**src/rtl/lbm_collide_sched_if.sv**
```systemverilog
// Host-control, node-memory and collision-unit signals of the D2Q9 sweep scheduler.
// The scheduler takes the master side; memory, collision unit and host sit on the slave side.
interface lbm_collide_sched_if #(
   parameter int NODE_W = 11
);
   localparam int DATA_W = 144;

   logic              start;
   logic [15:0]       steps;
   logic              hold;
   logic              busy;
   logic              done;
   logic [15:0]       step_count;
   logic              rd_en;
   logic [NODE_W:0]   rd_addr;
   logic [DATA_W-1:0] rd_data;
   logic [DATA_W-1:0] col_f;
   logic [3:0]        col_bnd;
   logic [DATA_W-1:0] col_res;
   logic              wr_en;
   logic [NODE_W:0]   wr_addr;
   logic [DATA_W-1:0] wr_data;

   modport master (
      input  start, steps, hold, rd_data, col_res,
      output busy, done, step_count, rd_en, rd_addr, col_f, col_bnd, wr_en, wr_addr, wr_data
   );

   modport slave (
      output start, steps, hold, rd_data, col_res,
      input  busy, done, step_count, rd_en, rd_addr, col_f, col_bnd, wr_en, wr_addr, wr_data
   );
endinterface

```
**src/rtl/lbm_collide_sched.sv**
```systemverilog
// Row-major sweep scheduler for the D2Q9 collision datapath: reads each node from the source
// bank, feeds the collision unit, and writes the collided node to the opposite bank.
module lbm_collide_sched #(
   parameter int WIDTH  = 64,
   parameter int HEIGHT = 32,
   parameter int NODE_W = 11,
   parameter int RD_LAT = 1
)(
   input  logic                clk,
   input  logic                reset,
   lbm_collide_sched_if.master bus
);
   localparam int DATA_W = 144;
   localparam int XW     = $clog2(WIDTH);
   localparam int YW     = $clog2(HEIGHT);
   localparam logic [XW-1:0] X_LAST = XW'(WIDTH - 1);
   localparam logic [YW-1:0] Y_LAST = YW'(HEIGHT - 1);

   typedef enum logic [1:0] {IDLE, SWEEP, DRAIN, STEP_END} state_t;

   state_t              state_q;
   logic [XW-1:0]       x_q;
   logic [YW-1:0]       y_q;
   logic [NODE_W-1:0]   idx_q;
   logic                src_bank_q;
   logic [15:0]         steps_q;
   logic [15:0]         step_count_q;
   logic                busy_q;
   logic                done_q;

   logic [RD_LAT-1:0]   vld_p0_q;
   logic [NODE_W-1:0]   idx_p0_q [RD_LAT];
   logic [3:0]          bnd_p0_q [RD_LAT];
   logic                vld_p1_q;
   logic [NODE_W-1:0]   idx_p1_q;
   logic [DATA_W-1:0]   col_f_q;
   logic [3:0]          col_bnd_q;
   logic                wr_en_q;
   logic [NODE_W:0]     wr_addr_q;
   logic [DATA_W-1:0]   wr_data_q;

   logic                issue;
   logic                pipe_busy;

   function automatic logic [3:0] bnd_code(input logic [XW-1:0] x, input logic [YW-1:0] y);
      logic l, r, t, b;
      l = (x == '0);
      r = (x == X_LAST);
      t = (y == '0);
      b = (y == Y_LAST);
      if (t && l)      return 4'd5;
      else if (t && r) return 4'd6;
      else if (b && l) return 4'd7;
      else if (b && r) return 4'd8;
      else if (l)      return 4'd1;
      else if (r)      return 4'd2;
      else if (t)      return 4'd3;
      else if (b)      return 4'd4;
      else             return 4'd0;
   endfunction

   assign issue     = (state_q == SWEEP) && !bus.hold;
   assign pipe_busy = (|vld_p0_q) || vld_p1_q || wr_en_q;

   always_ff @(posedge clk) begin
      if (reset) begin
         state_q      <= IDLE;
         x_q          <= '0;
         y_q          <= '0;
         idx_q        <= '0;
         src_bank_q   <= 1'b0;
         steps_q      <= '0;
         step_count_q <= '0;
         busy_q       <= 1'b0;
         done_q       <= 1'b0;
      end else begin
         done_q <= 1'b0;
         case (state_q)
            IDLE: begin
               // A start coinciding with the done pulse belongs to the finished run.
               if (bus.start && !done_q) begin
                  steps_q      <= bus.steps;
                  step_count_q <= '0;
                  x_q          <= '0;
                  y_q          <= '0;
                  idx_q        <= '0;
                  if (bus.steps == '0) begin
                     done_q <= 1'b1;
                  end else begin
                     state_q <= SWEEP;
                     busy_q  <= 1'b1;
                  end
               end
            end
            SWEEP: begin
               if (!bus.hold) begin
                  idx_q <= idx_q + 1'b1;
                  if (x_q == X_LAST) begin
                     x_q <= '0;
                     if (y_q == Y_LAST) state_q <= DRAIN;
                     else               y_q     <= y_q + 1'b1;
                  end else begin
                     x_q <= x_q + 1'b1;
                  end
               end
            end
            DRAIN: begin
               if (!pipe_busy) state_q <= STEP_END;
            end
            STEP_END: begin
               src_bank_q   <= ~src_bank_q;
               step_count_q <= step_count_q + 1'b1;
               x_q          <= '0;
               y_q          <= '0;
               idx_q        <= '0;
               if (step_count_q + 16'd1 == steps_q) begin
                  done_q  <= 1'b1;
                  busy_q  <= 1'b0;
                  state_q <= IDLE;
               end else begin
                  state_q <= SWEEP;
               end
            end
            default: state_q <= IDLE;
         endcase
      end
   end

   always_ff @(posedge clk) begin
      if (reset) begin
         vld_p0_q <= '0;
         for (int i = 0; i < RD_LAT; i++) begin
            idx_p0_q[i] <= '0;
            bnd_p0_q[i] <= '0;
         end
         vld_p1_q  <= 1'b0;
         idx_p1_q  <= '0;
         col_f_q   <= '0;
         col_bnd_q <= '0;
         wr_en_q   <= 1'b0;
         wr_addr_q <= '0;
         wr_data_q <= '0;
      end else begin
         // p0: node tag rides alongside the memory read latency
         vld_p0_q[0] <= issue;
         idx_p0_q[0] <= idx_q;
         bnd_p0_q[0] <= bnd_code(x_q, y_q);
         for (int i = 1; i < RD_LAT; i++) begin
            vld_p0_q[i] <= vld_p0_q[i-1];
            idx_p0_q[i] <= idx_p0_q[i-1];
            bnd_p0_q[i] <= bnd_p0_q[i-1];
         end
         // p1: register read data towards the collision unit
         vld_p1_q <= vld_p0_q[RD_LAT-1];
         if (vld_p0_q[RD_LAT-1]) begin
            col_f_q   <= bus.rd_data;
            col_bnd_q <= bnd_p0_q[RD_LAT-1];
            idx_p1_q  <= idx_p0_q[RD_LAT-1];
         end
         // p2: register collided node for write-back into the other bank
         wr_en_q <= vld_p1_q;
         if (vld_p1_q) begin
            wr_addr_q <= {~src_bank_q, idx_p1_q};
            wr_data_q <= bus.col_res;
         end
      end
   end

   assign bus.busy       = busy_q;
   assign bus.done       = done_q;
   assign bus.step_count = step_count_q;
   assign bus.rd_en      = issue;
   assign bus.rd_addr    = {src_bank_q, idx_q};
   assign bus.col_f      = col_f_q;
   assign bus.col_bnd    = col_bnd_q;
   assign bus.wr_en      = wr_en_q;
   assign bus.wr_addr    = wr_addr_q;
   assign bus.wr_data    = wr_data_q;
endmodule

```
**src/flat_wrapper.sv**
```systemverilog
// flat-port wrapper written by rule: the top's interface ports become plain ports
module lbm_collide_sched_flat 
#(
   parameter int WIDTH  = 64,
   parameter int HEIGHT = 32,
   parameter int NODE_W = 11,
   parameter int RD_LAT = 1
)
  (clk, reset, bus_start, bus_steps, bus_hold, bus_rd_data, bus_col_res, bus_busy, bus_done, bus_step_count, bus_rd_en, bus_rd_addr, bus_col_f, bus_col_bnd, bus_wr_en, bus_wr_addr, bus_wr_data);
  lbm_collide_sched_if #(.NODE_W(NODE_W)) bus_i ();
  input  logic clk;
  input  logic reset;
  input wire logic [$bits(bus_i.start)-1:0] bus_start;
  input wire logic [$bits(bus_i.steps)-1:0] bus_steps;
  input wire logic [$bits(bus_i.hold)-1:0] bus_hold;
  input wire logic [$bits(bus_i.rd_data)-1:0] bus_rd_data;
  input wire logic [$bits(bus_i.col_res)-1:0] bus_col_res;
  output wire logic [$bits(bus_i.busy)-1:0] bus_busy;
  output wire logic [$bits(bus_i.done)-1:0] bus_done;
  output wire logic [$bits(bus_i.step_count)-1:0] bus_step_count;
  output wire logic [$bits(bus_i.rd_en)-1:0] bus_rd_en;
  output wire logic [$bits(bus_i.rd_addr)-1:0] bus_rd_addr;
  output wire logic [$bits(bus_i.col_f)-1:0] bus_col_f;
  output wire logic [$bits(bus_i.col_bnd)-1:0] bus_col_bnd;
  output wire logic [$bits(bus_i.wr_en)-1:0] bus_wr_en;
  output wire logic [$bits(bus_i.wr_addr)-1:0] bus_wr_addr;
  output wire logic [$bits(bus_i.wr_data)-1:0] bus_wr_data;
  assign bus_i.start = bus_start;
  assign bus_i.steps = bus_steps;
  assign bus_i.hold = bus_hold;
  assign bus_i.rd_data = bus_rd_data;
  assign bus_i.col_res = bus_col_res;
  assign bus_busy = bus_i.busy;
  assign bus_done = bus_i.done;
  assign bus_step_count = bus_i.step_count;
  assign bus_rd_en = bus_i.rd_en;
  assign bus_rd_addr = bus_i.rd_addr;
  assign bus_col_f = bus_i.col_f;
  assign bus_col_bnd = bus_i.col_bnd;
  assign bus_wr_en = bus_i.wr_en;
  assign bus_wr_addr = bus_i.wr_addr;
  assign bus_wr_data = bus_i.wr_data;
  lbm_collide_sched #(.WIDTH(WIDTH), .HEIGHT(HEIGHT), .NODE_W(NODE_W), .RD_LAT(RD_LAT)) u_core (.clk(clk), .reset(reset), .bus(bus_i));
endmodule
```
**config.mk**
```make
export PLATFORM = sky130hd
export DESIGN_NAME = lbm_collide_sched_flat
export DESIGN_NICKNAME = d
export VERILOG_FILES = /design/src/rtl/lbm_collide_sched_if.sv /design/src/rtl/lbm_collide_sched.sv /design/src/flat_wrapper.sv
export SDC_FILE = /design/constraint.sdc
export NUM_CORES = 1
export LEC_CHECK = 0
export CORE_AREA = 5 5 249 251
export CTS_CLUSTER_DIAMETER = 40
export CTS_CLUSTER_SIZE = 30
export DETAILED_ROUTE_END_ITERATION = 12
export DIE_AREA = 0 0 254 256
export GPL_ROUTABILITY_DRIVEN = 1
export HOLD_SLACK_MARGIN = 0.15
export PLACE_DENSITY = 0.59
export SLEW_MARGIN = 5
export SYNTH_ARGS = -nofsm -noshare
export SYNTH_HDL_FRONTEND = slang
export SYNTH_SLANG_ARGS = --single-unit
export TNS_END_PERCENT = 10
```
**constraint.sdc**
```tcl
create_clock -name clk -period 1.95 [get_ports clk]
set_input_delay 0.2925 -clock clk [delete_from_list [all_inputs] [get_ports clk]]
set_output_delay 0.2925 -clock clk [all_outputs]
set_load 0.005 [all_outputs]
```
==> reports/qor.log, run 1 <==
[floorplanning] Die Footprint 65000 µm²
[timing] measured slew at the worst slew-check pin 0.567 ns
[place] minimum setup slack after placement -0.216 ns
[critical_path] total number of cells along the worst setup path 9
[logic_synthesis] distinct cell type count of the synthesized netlist 54
[global_route] total congestion overflow after global routing 0
[logic_synthesis] Mapped Cells 1486
[logic_synthesis] number of synthesis warnings 0
[worst_hold_path] Hold Crit Class in -> reg
[pwr] power per cell area 1020 nW/µm²
[timing] final critical-path required period 2.11 ns
[run] count of maximum capacitance violations 0
[critical_path] Critical Setup Path Class reg -> reg
[critical_path] length in cells of the worst reg-to-reg path 9
[timing] hold violation total from the final report 0
[place] routability congestion estimate 0.874
[floorplanning] height of the die 256 µm
[critical_path] combined buffer and inverter count along the critical path 2
[timing] Final Slew Violations 0
[route] antenna-violating nets left 0
[final_layout] share of final-layout standard cells stronger than drive strength 1 12.9%
[logic_synthesis] average size of a mapped cell 9.93 µm²
[route] final routed wirelength across all metal layers 53.8 mm
[timing] normalized max-slew margin 62.2%
[logic_synthesis] sequential area share after synthesis 53.2%
[clocking] Max Root-Sink Buffers 3
[floorplanning] die outline width 254 µm
[critical_path] Critical Path Source Type flip-flop
[clocking] later-pin clock latency in the skew report 0.59 ns
[route] final routed DRC violation total 0
[route] routed via count divided by cell count 4.36
[global_route] antenna violations before repair 4
[place] placed instance count 2910
[final_layout] Final #Nets 2528
[clocking] Clock Tree Root clkbuf_16
[global_route] GR Util All Layers 15.5%
[clocking] cts bufs inserted 71
[final_layout] layout overhead on the synthesized area 72.1%
[logic_synthesis] fraction of registers with async set or reset after synthesis 0%
[critical_path] cell family with the largest share of critical-path delay compound AO/OA/AOI/OAI gates
[timing] smallest hold slack 0.314 ns
[pwr] Peak VDD IR 990 µV
[logic_synthesis] Netlist Area Pre-Place 14800 µm²
[clocking] clock tree from TritonCTS yes
[floorplanning] Boundary Pins 644
[critical_path] Arr. time, crit path 2.56 ns
[critical_path] Worst Setup End Kind flip-flop
[clocking] clock transition at the register clock pins on the worst setup and hold paths after CTS 0.05 ns
[route] vias post-DR 13300
[timing] Sum Neg Setup Slack -0.527 ns
[logic_synthesis] number of register bits inferred by synthesis 392
[critical_path] Cell Chain, Critical Path ha_4, and3_4, buf_4, o2111ai_1, a22oi_1, o2111ai_2, nor4_2, buf_4, o32ai_1
[floorplanning] starting density of the core 24.7%
[place] HPWL after detailed placement 40.4 mm
[global_route] number of global-route vias before repair 13700
[outcome] violated checks negative setup slack
[final_layout] Layout Cells excl Fill 3050
[worst_hold_path] count of cells along the worst hold path 3
[timing] final worst slack -0.159 ns
[pwr] Pwr Total 25900 µW
[logic_synthesis] leading register cell type out of synthesis dfxtp_1
[logic_synthesis] Post-synth EDFFs 0
[timing] unrepaired setup endpoints after global routing true
[outcome] status complete, but fails checks
[clocking] clk sinks 392
[route] First DRT Iteration DRCs 528
[critical_path] Max FO, Critical Path 5
[clocking] total number of H-tree levels 3
[global_route] maximum number of pins on one net before global-route repair 86
[critical_path] slowest stage cell on the critical path dfxtp_2
[logic_synthesis] post-synth top area cell dfxtp_1
[floorplanning] core outline area 59700 µm²
[timing] # setup viols final 5
[logic_synthesis] biggest area contributors in the synthesized netlist dfxtp_1, mux2i_1, nor2_1
[timing] maximum clock frequency 0.474 GHz
[pwr] static leakage 0.00908 µW
[logic_synthesis] share of the synthesized area in the top cell type 53.2%
[place] Port Buffers 643
[global_route] first-pass GRT wire length 80.0 mm
[timing] final cycle utilization of the critical path 108%
[critical_path] most frequent CP cell buf_4
[critical_path] Crit path required time 2.40 ns
[timing] worst-case clock skew 0.0257 ns
[floorplanning] FP Rows 90
[route] count of TritonRoute iterations in the first routing pass 5
[route] routed length per placed instance 17.6 µm
[critical_path] peak per-stage delay on the critical path 0.35 ns
[logic_synthesis] post-synth net total 1806
flip-flops by register name (all words and copies together), names as in the netlist:
name / cells
u_core.src_bank_q: 1
u_core.bus.wr_en: 1
u_core.idx_p0_q: 11
u_core.vld_p1_q: 1
u_core.y_q: 5
u_core.bus.wr_addr: 12
u_core.bus.col_bnd: 4
u_core.bnd_p0_q: 4
u_core.bus.step_count: 16
u_core.idx_p1_q: 11
u_core.steps_q: 16
u_core.state_q: 2
u_core.bus.wr_data: 144
u_core.bus.col_f: 144
u_core.vld_p0_q: 1
u_core.idx_q: 11
u_core.bus.busy: 1
u_core.x_q: 6
u_core.bus.done: 1
what timing repair did:
item | in CTS | in global routing
pin swaps | 0 | 12
gates resized for setup | 26 | 47
endpoints found under the hold margin | 33 | 0
buffers inserted | 1 | 5
hold buffers | 1 | 0
setup endpoints to repair | 24 | 33
worst paths after layout:
| kind | startpoint | end | slack, ns |
|---|---|---|---|
| setup / recovery | u_core.bus.step_count[1]$_SDFFE_PP0P_ | u_core.state_q[0]$_SDFFE_PP0P_ | -0.16 |
| setup reg to reg | u_core.bus.step_count[1]$_SDFFE_PP0P_ | u_core.state_q[0]$_SDFFE_PP0P_ | -0.16 |
| hold reg to reg | u_core.idx_p0_q[0][1]$_SDFF_PP0_ | u_core.idx_p1_q[1]$_SDFFE_PP0P_ | 0.47 |
| hold / removal | bus_steps[5] | u_core.steps_q[5]$_SDFFE_PP0P_ | 0.31 |
cell usage after synthesis (all sizes together), types with 12 or more instances:
library cell,n
inv,13
nand3,15
mux2i,316
clkbuf,55
nand2,56
dfxtp,392
ha,12
buf,46
nor4,14
o21ai,25
nor2b,18
xor2,14
nor2,361
a21oi,43
xnor2,18
cell type report:
class / count / area, µm²
fill: 5775 / 34300
clock buffer: 81 / 1900
clock inverter: 50 / 592
antenna: 2 / 5.00
inverter: 13 / 48.8
tap: 782 / 978
sequential: 392 / 7900
multi-input combinational: 980 / 6600
timing repair buffer: 750 / 7370
kinds of logic (layout without fill, tap and decap cells):
group / after synthesis / in the layout / synth area share [%]
AND/OR/NAND/NOR: 518 / 518 / 15.0
buffers and inverters: 114 / 894 / 3.13
XOR/XNOR: 32 / 32 / 1.90
flip-flops: 392 / 392 / 53.2
adder cells (fa/ha/maj): 12 / 12 / 1.02
multiplexers: 316 / 316 / 21.4
other: 0 / 2 / 0
AO/OA/AOI/OAI: 102 / 102 / 4.32
routing by layer:
metal	track usage (%)	vias up	share of wire, %
met5	0	-	0.039
li1	-	6482	-
met2	27.4	459	50
met1	17.3	6229	38
met4	5.36	4	2.9
met3	5.53	114	8.4
per-stage QoR:
stage / util [%] / cell area [µm²]
final: 42.5 / 25400
after detailed placement: 37.9 / 22600
after global routing: 42.5 / 25400
after CTS: 42.2 / 25200
after floorplan: - / 14800
after global placement: 37.9 / 22600
power breakdown:
group / switching (µW) / total, µW / internal [µW] / leakage (µW)
combinational: 1980 / 4430 / 2450 / 0.00471
sequential: 335 / 8830 / 8500 / 0.00318
clock: 4400 / 12700 / 8270 / 0.00119
tightest hold or removal path, stage by stage:
cell,delay [ns]
clkdlybuf4s50_1,0.42
nand2_1,0.08
a21oi_1,0.05
cells in the final DEF (no fill, tap or decap), drive strengths merged, types with 14 or more instances in the layout:
master | synthesis | final
clkinv | 0 | 18
nor2 | 361 | 361
a21oi | 43 | 43
nor2b | 18 | 18
mux2i | 316 | 316
nand3 | 15 | 15
xor2 | 14 | 14
clkdlybuf4s50 | 0 | 633
nand2 | 56 | 56
inv | 13 | 22
dfxtp | 392 | 392
nor4 | 14 | 14
o21ai | 25 | 25
clkbuf | 55 | 81
xnor2 | 18 | 18
clkinvlp | 0 | 14
buf | 46 | 108
No activity file was read; power rests on OpenSTA's default activity.
==> run 2, diff against run 1 <==
--- a/config.mk
+++ b/config.mk
@@ -11,7 +11,7 @@
 export DETAILED_ROUTE_END_ITERATION = 12
 export DIE_AREA = 0 0 254 256
 export GPL_ROUTABILITY_DRIVEN = 1
-export HOLD_SLACK_MARGIN = 0.15
+export GPL_TIMING_DRIVEN = 0
 export PLACE_DENSITY = 0.59
 export SLEW_MARGIN = 5
 export SYNTH_ARGS = -nofsm -noshare
==> reports/qor.log, run 2 (synthesis results as in run 1) <==
[critical_path] Max FO, Critical Path 6 [+1]
[clocking] clock transition at the register clock pins on the worst setup and hold paths after CTS 0.05 ns [about the same]
[route] met1 wire length 22.7 mm [+9.6%]
[pwr] Pwr Total 26500 µW [+2.2%]
[final_layout] number of fill cells in the layout 5756 [-0.33%]
[floorplanning] FP Rows 90 [unchanged]
[final_layout] layout overhead on the synthesized area 71.2%
[clocking] cts bufs inserted 73 [+2.8%]
[route] First DRT Iteration DRCs 649 [+23%]
[timing] unrepaired setup endpoints after global routing true
[route] top routing layer used met5
[final_layout] area taken by multi-input logic gates 6680 µm² [+1.3%]
[critical_path] Arr. time, crit path 2.68 ns [+0.12 ns]
[pwr] switching part of the total power 26.8% [+0.89 points]
[critical_path] register-to-register setup slack -0.29 ns [-0.13 ns]
[place] HPWL after detailed placement 45.9 mm [+13%]
[critical_path] Critical Setup Path Class reg -> reg
[global_route] GR Util All Layers 17.1% [+1.6 points]
[timing] normalized max-slew margin 36.9% [-25 points]
[clocking] clk sinks 392 [unchanged]
[critical_path] length in cells of the worst reg-to-reg path 8 [-1]
[route] routed length per placed instance 19.3 µm [+9.3%]
[route] wire length on met3 5.15 mm [+14%]
[route] antenna-violating nets left 0 [unchanged]
[route] vias post-DR 13500 [+1.4%]
[global_route] number of global-route vias before repair 13900 [+1.4%]
[timing] maximum clock frequency 0.447 GHz [-5.7%]
[timing] worst-case clock skew 0.0182 ns [-0.00750 ns]
[floorplanning] starting density of the core 24.7% [unchanged]
[clocking] total of hold buffers inserted after clock tree synthesis 0 [-1]
[floorplanning] Die Footprint 65000 µm² [unchanged]
[route] final routed wirelength across all metal layers 59.0 mm [+9.7%]
[worst_hold_path] count of cells along the worst hold path 3 [unchanged]
[final_layout] Seq. cell area 7880 µm² [-0.21%]
[global_route] first-pass GRT wire length 85.6 mm [+7.0%]
[critical_path] worst setup path start u_core.bus.step_count[0]$_SDFFE_PP0P_
[critical_path] slowest stage cell on the critical path nor4_4
[final_layout] Core Util, Final 42.3% [-0.20 points]
[pwr] Switch Pwr 7100 µW [+5.7%]
[critical_path] Critical Path Source Type flip-flop
[pwr] Clock power frac 49.6% [+0.8 points]
[global_route] antenna violations before repair 5 [+1]
[timing] hold violation total from the final report 0 [unchanged]
[final_layout] most frequent cells in the layout clkdlybuf4s50_1, dfxtp_1, nor2_1
[global_route] maximum number of pins on one net before global-route repair 15 [-83%]
[timing] # setup viols final 5 [unchanged]
[critical_path] peak per-stage delay on the critical path 0.46 ns [+0.11 ns]
[clocking] Clock Tree Root clkbuf_16
[critical_path] combined buffer and inverter count along the critical path 1 [-1]
[timing] Final Slew Violations 0 [unchanged]
[timing] final critical-path required period 2.24 ns [+0.127 ns]
[route] count of TritonRoute iterations in the first routing pass 5 [unchanged]
[critical_path] total number of cells along the worst setup path 8 [-1]
[pwr] portion of total power attributed to combinational logic 16.9% [-0.2 points]
[critical_path] cell family with the largest share of critical-path delay compound AO/OA/AOI/OAI gates
[final_layout] share of final-layout standard cells stronger than drive strength 1 11.4% [-1.5 points]
[pwr] static leakage 0.00895 µW [-1.4%]
[worst_hold_path] Hold Crit Class in -> reg
[clocking] later-pin clock latency in the skew report 0.60 ns [about the same]
[final_layout] most common cell after layout, fill and taps aside clkdlybuf4s50_1
[pwr] power per cell area 1050 nW/µm² [+2.7%]
[floorplanning] core outline area 59700 µm² [unchanged]
[place] routability congestion estimate 0.879 [+0.63%]
[clocking] total number of H-tree levels 3 [unchanged]
[outcome] status complete, but fails checks
[clocking] clock tree from TritonCTS yes
[critical_path] worst reg2reg path startpoint u_core.bus.step_count[0]$_SDFFE_PP0P_
[route] final routed DRC violation total 0 [unchanged]
[timing] measured slew at the worst slew-check pin 0.946 ns [+0.379 ns]
[floorplanning] die outline width 254 µm [unchanged]
[final_layout] Final #Nets 2534 [+0.24%]
[route] routed via count divided by cell count 4.41 [+1.1%]
[global_route] total congestion overflow after global routing 0 [unchanged]
[outcome] violated checks negative setup slack
[place] placed instance count 2911 [+0.034%]
[route] detailed-routed wire length on met2 29.4 mm [+8.9%]
[timing] final cycle utilization of the critical path 115% [+6.5 points]
[place] Port Buffers 643 [unchanged]
[pwr] fraction of power consumed by sequential logic 33.4% [-0.7 points]
[pwr] Internal Dissipation 19400 µW [+0.99%]
[floorplanning] Boundary Pins 644 [unchanged]
[run] count of maximum capacitance violations 0 [unchanged]
[timing] final worst slack -0.287 ns [-0.127 ns]
[floorplanning] height of the die 256 µm [unchanged]
[clocking] Max Root-Sink Buffers 3 [unchanged]
[critical_path] endpoint of the lowest-slack register-to-register path u_core.state_q[0]$_SDFFE_PP0P_
[critical_path] Cell Chain, Critical Path ha_4, and3_4, buf_6, nand4_4, a2111oi_4, o2111ai_2, nor4_4, o32ai_2
[critical_path] Worst Setup End Kind flip-flop
[critical_path] Worst Setup EP u_core.state_q[0]$_SDFFE_PP0P_
[final_layout] Layout Cells excl Fill 3060 [+0.33%]
[pwr] Peak VDD IR 619 µV [-38%]
[critical_path] Crit path required time 2.39 ns [about the same]
==> run 2: per-stage QoR <==
stage	cell area, µm²	setup TNS, ns	hold slack (ns)	worst slack, ns
detailed placement	22200	-267.50	0.458	-1.15
global placement	22200	-265.14	0.447	-1.15
floorplan	14800	-0.0163	0.428	-0.0163
CTS	25000	-3.56	0.239	-0.253
finish	25300	-1.05	0.285	-0.287
global route	25300	-4.35	0.270	-0.362
==> run 2: routing by layer <==
layer,vias up,global-route usage [%]
met3,96,6.28
met2,534,29.7
li1,6515,-
met4,4,6.43
met1,6331,19.0
met5,-,0
==> run 2: final cells by class <==
class / instances / share of cell area [%]
Timing Repair Buffer: 657 / 25.9
Clock buffer: 85 / 7.90
Multi-Input combinational cell: 980 / 26.5
Antenna cell: 6 / 0.0594
Clock inverter: 48 / 2.37
Sequential cell: 392 / 31.2
Buffer: 97 / 2.03
Tap cell: 782 / 3.87
Inverter: 13 / 0.203
==> run 2: worst min-delay path, cell delays in order <==
cell	delay (ns)
clkdlybuf4s50_1	0.42
nand2_1	0.06
a21oi_1	0.05
==> run 2: what timing repair did <==
action / in CTS / in global routing
buffers inserted: 5 / 9
setup endpoints to repair: 343 / 233
cloned: 0 / 0
pin swaps: 4 / 14
resized for setup: 82 / 77
==> run 2: worst min path at each step <==
stage | to | start | slack (ns)
5_1_grt | u_core.steps_q[10]$_SDFFE_PP0P_ | bus_steps[10] | 0.27
4_1_cts | u_core.steps_q[10]$_SDFFE_PP0P_ | bus_steps[10] | 0.24
3_3_place_gp | u_core.idx_p1_q[3]$_SDFFE_PP0P_ | u_core.idx_p0_q[0][3]$_SDFF_PP0_ | 0.45
2_1_floorplan | u_core.steps_q[0]$_SDFFE_PP0P_ | bus_steps[0] | 0.43
6_report | u_core.steps_q[10]$_SDFFE_PP0P_ | bus_steps[10] | 0.29
3_5_place_dp | u_core.idx_p1_q[9]$_SDFFE_PP0P_ | u_core.idx_p0_q[0][9]$_SDFF_PP0_ | 0.46
==> run 2: power by group through the flow <==
| stage | sequential, µW | clock (µW) | combinational, µW |
|---|---|---|---|
| floorplan | 8930 | 0 | 1990 |
| CTS | 8830 | 13500 | 4210 |
| detailed placement | 8970 | 0 | 4120 |
| finish | 8860 | 13200 | 4490 |
| global placement | 8950 | 0 | 4060 |
| global route | 8910 | 13900 | 4830 |
==> run 3, diff against run 2 <==
--- a/config.mk
+++ b/config.mk
@@ -5,14 +5,13 @@
 export SDC_FILE = /design/constraint.sdc
 export NUM_CORES = 1
 export LEC_CHECK = 0
-export CORE_AREA = 5 5 249 251
+export CORE_AREA = 10 10 240 242
 export CTS_CLUSTER_DIAMETER = 40
 export CTS_CLUSTER_SIZE = 30
 export DETAILED_ROUTE_END_ITERATION = 12
-export DIE_AREA = 0 0 254 256
-export GPL_ROUTABILITY_DRIVEN = 1
+export DIE_AREA = 0 0 250 252
 export GPL_TIMING_DRIVEN = 0
-export PLACE_DENSITY = 0.59
+export PLACE_DENSITY = 0.64
 export SLEW_MARGIN = 5
 export SYNTH_ARGS = -nofsm -noshare
 export SYNTH_HDL_FRONTEND = slang
==> reports/qor.log, run 3 (synthesis results as in run 1) <==
[clocking] clk sinks 392 [unchanged]
[global_route] GR Util All Layers 18.7% [+1.6 points]
[outcome] violated checks negative setup slack
[floorplanning] height of the die 252 µm [-1.6%]
[floorplanning] Die Footprint 63000 µm² [-3.1%]
[clocking] cts bufs inserted 71 [-2.7%]
[route] antenna-violating nets left 0 [unchanged]
[floorplanning] Boundary Pins 644 [unchanged]
[clocking] later-pin clock latency in the skew report 0.59 ns [about the same]
[timing] normalized max-slew margin 40.8% [+3.8 points]
[pwr] Clock power frac 48.4% [-1.2 points]
[pwr] power per cell area 1030 nW/µm² [-1.4%]
[floorplanning] die outline width 250 µm [-1.6%]
[timing] maximum clock frequency 0.494 GHz [+11%]
[place] placed instance count 2817 [-3.2%]
[timing] measured slew at the worst slew-check pin 0.888 ns [-0.0577 ns]
[place] Port Buffers 643 [unchanged]
[critical_path] total number of cells along the worst setup path 8 [unchanged]
[critical_path] cell family with the largest share of critical-path delay simple AND/OR/NAND/NOR gates
[pwr] Peak VDD IR 682 µV [+10%]
[global_route] maximum number of pins on one net before global-route repair 13 [-2]
[timing] Sum Neg Setup Slack -0.217 ns [+0.831 ns]
[timing] Final Slew Violations 0 [unchanged]
[route] routed via count divided by cell count 4.53 [+2.7%]
[timing] # setup viols final 4 [-1]
[critical_path] Critical Path Source Type flip-flop
[pwr] fraction of power consumed by sequential logic 34.2% [+0.8 points]
[floorplanning] core outline area 52400 µm² [-12%]
[clocking] total number of H-tree levels 3 [unchanged]
[critical_path] register-to-register setup slack -0.07 ns [+0.21 ns]
[critical_path] length in cells of the worst reg-to-reg path 8 [unchanged]
[pwr] Internal Dissipation 18900 µW [-2.5%]
[clocking] Max Root-Sink Buffers 3 [unchanged]
[floorplanning] starting density of the core 28.1% [+3.4 points]
[route] count of TritonRoute iterations in the first routing pass 5 [unchanged]
[timing] hold violation total from the final report 0 [unchanged]
[final_layout] layout overhead on the synthesized area 69.6%
[pwr] switching part of the total power 26.9% [+0.13 points]
[final_layout] Core Util, Final 47.7% [+5.4 points]
[run] count of maximum capacitance violations 0 [unchanged]
[final_layout] most common cell after layout, fill and taps aside clkdlybuf4s50_1
[pwr] static leakage 0.00896 µW [+0.16%]
[critical_path] Crit path required time 2.38 ns [about the same]
[final_layout] share of final-layout standard cells stronger than drive strength 1 11.6% [+0.23 points]
[final_layout] Final #Nets 2537 [+0.12%]
[pwr] Switch Pwr 6970 µW [-1.9%]
[global_route] total congestion overflow after global routing 0 [unchanged]
[final_layout] most frequent cells in the layout clkdlybuf4s50_1, dfxtp_1, nor2_1
[timing] final critical-path required period 2.02 ns [-0.214 ns]
[critical_path] peak per-stage delay on the critical path 0.38 ns [-0.08 ns]
[critical_path] Worst Setup End Kind flip-flop
[global_route] first-pass GRT wire length 90.7 mm [+5.9%]
[timing] final worst slack -0.0723 ns [+0.214 ns]
[route] First DRT Iteration DRCs 433 [-33%]
[critical_path] Arr. time, crit path 2.45 ns [-0.23 ns]
[timing] worst-case clock skew 0.0260 ns [+0.00773 ns]
[critical_path] Cell Chain, Critical Path ha_4, nand3_2, nor4_4, xnor2_1, o311ai_2, nor4_2, buf_4, a211oi_2
[clocking] total of hold buffers inserted after clock tree synthesis 0 [unchanged]
[place] HPWL after detailed placement 49.4 mm [+7.8%]
[global_route] antenna violations before repair 8 [+3]
[critical_path] Critical Setup Path Class reg -> reg
[clocking] Clock Tree Root clkbuf_16
[final_layout] Layout Cells excl Fill 2961 [-3.2%]
[timing] unrepaired setup endpoints after global routing true
[timing] smallest hold slack 0.293 ns [+0.00820 ns]
[timing] final cycle utilization of the critical path 104% [-11 points]
[final_layout] number of fill cells in the layout 4870 [-15%]
[pwr] portion of total power attributed to combinational logic 17.4% [+0.5 points]
[worst_hold_path] Hold Crit Class in -> reg
[route] final routed wirelength across all metal layers 62.3 mm [+5.6%]
[place] routability congestion estimate 0.869 [-1.2%]
[route] vias post-DR 13400 [-0.58%]
[critical_path] slowest stage cell on the critical path dfxtp_4
[clocking] clock transition at the register clock pins on the worst setup and hold paths after CTS 0.05 ns [about the same]
[pwr] Pwr Total 25900 µW [-2.3%]
[route] final routed DRC violation total 0 [unchanged]
[critical_path] Max FO, Critical Path 6 [unchanged]
[clocking] clock tree from TritonCTS yes
[floorplanning] FP Rows 84 [-6.7%]
[outcome] status complete, but fails checks
[worst_hold_path] count of cells along the worst hold path 3 [unchanged]
[critical_path] combined buffer and inverter count along the critical path 1 [unchanged]
[global_route] number of global-route vias before repair 14200 [+2.5%]
[route] routed length per placed instance 21.0 µm [+9.1%]
==> run 3: cell count changes in the layout (fill, tap and decap cells not counted), moves of 3 or more <==
| cell | previous run | this run |
|---|---|---|
| buf_4 | 17 | 20 |
| buf_6 | 8 | 11 |
| clkbuf_16 | 76 | 73 |
| clkbuf_2 | 11 | 15 |
| clkbuf_4 | 7 | 3 |
| clkdlybuf4s50_1 | 642 | 638 |
| clkinv_2 | 7 | 10 |
| clkinvlp_4 | 9 | 5 |
| diode_2 | 6 | 3 |
| dlygate4sd2_1 | 0 | 3 |
==> run 3: layout make-up <==
type	count	area (µm²)	area share [%]
flip-flops and latches	392	7880	31.5
multi-input cells	980	6680	26.7
inverters	13	51.3	0.205
clock inverters	48	551	2.20
diodes	3	7.51	0.0300
well taps	688	861	3.44
clock buffers	78	1890	7.53
repair buffers	662	6580	26.3
plain buffers	97	534	2.13
==> run 3: worst reg2reg max path: stages, from the launching register on <==
cell,delay (ns)
dfxtp_4,0.38
ha_4,0.17
nand3_2,0.15
nor4_4,0.36
xnor2_1,0.19
o311ai_2,0.14
nor4_2,0.25
buf_4,0.18
a211oi_2,0.06
==> run 3: per-stage QoR <==
stage | area, µm² | setup WS, ns
2_1_floorplan | 14800 | -0.0163
3_3_place_gp | 22100 | -1.08
3_5_place_dp | 22100 | -1.13
4_1_cts | 24700 | -0.247
5_1_grt | 25000 | -0.220
6_report | 25000 | -0.0723
==> run 3: timing repair <==
item,CTS,global route
pin swaps,6,11
endpoints found under the setup margin,348,198
resized for setup,94,75
setup buffers,3,16
==> run 3: routing by layer <==
layer,global-route usage [%],share of wire (%)
met4,7.99,3.2
met5,0,0.12
met1,19.5,38
met3,7.49,9.0
met2,32.8,50
==> run 3: final timing paths <==
kind / start / to
setup / recovery: u_core.bus.step_count[1]$_SDFFE_PP0P_ / u_core.bus.busy$_SDFFE_PP0P_
hold / removal: bus_steps[14] / u_core.steps_q[14]$_SDFFE_PP0P_
setup reg to reg: u_core.bus.step_count[1]$_SDFFE_PP0P_ / u_core.bus.busy$_SDFFE_PP0P_
hold reg to reg: u_core.bnd_p0_q[0][1]$_SDFF_PP0_ / u_core.bus.col_bnd[1]$_SDFFE_PP0P_
==> run 3: power groups by stage <==
stage / Combinational, µW / Sequential, µW / Clock (µW)
finish: 4500 / 8860 / 12500
global placement: 4060 / 8950 / 0
global route: 4880 / 8910 / 13200
floorplan: 1990 / 8930 / 0
CTS: 4230 / 8830 / 12800
detailed placement: 4130 / 8970 / 0
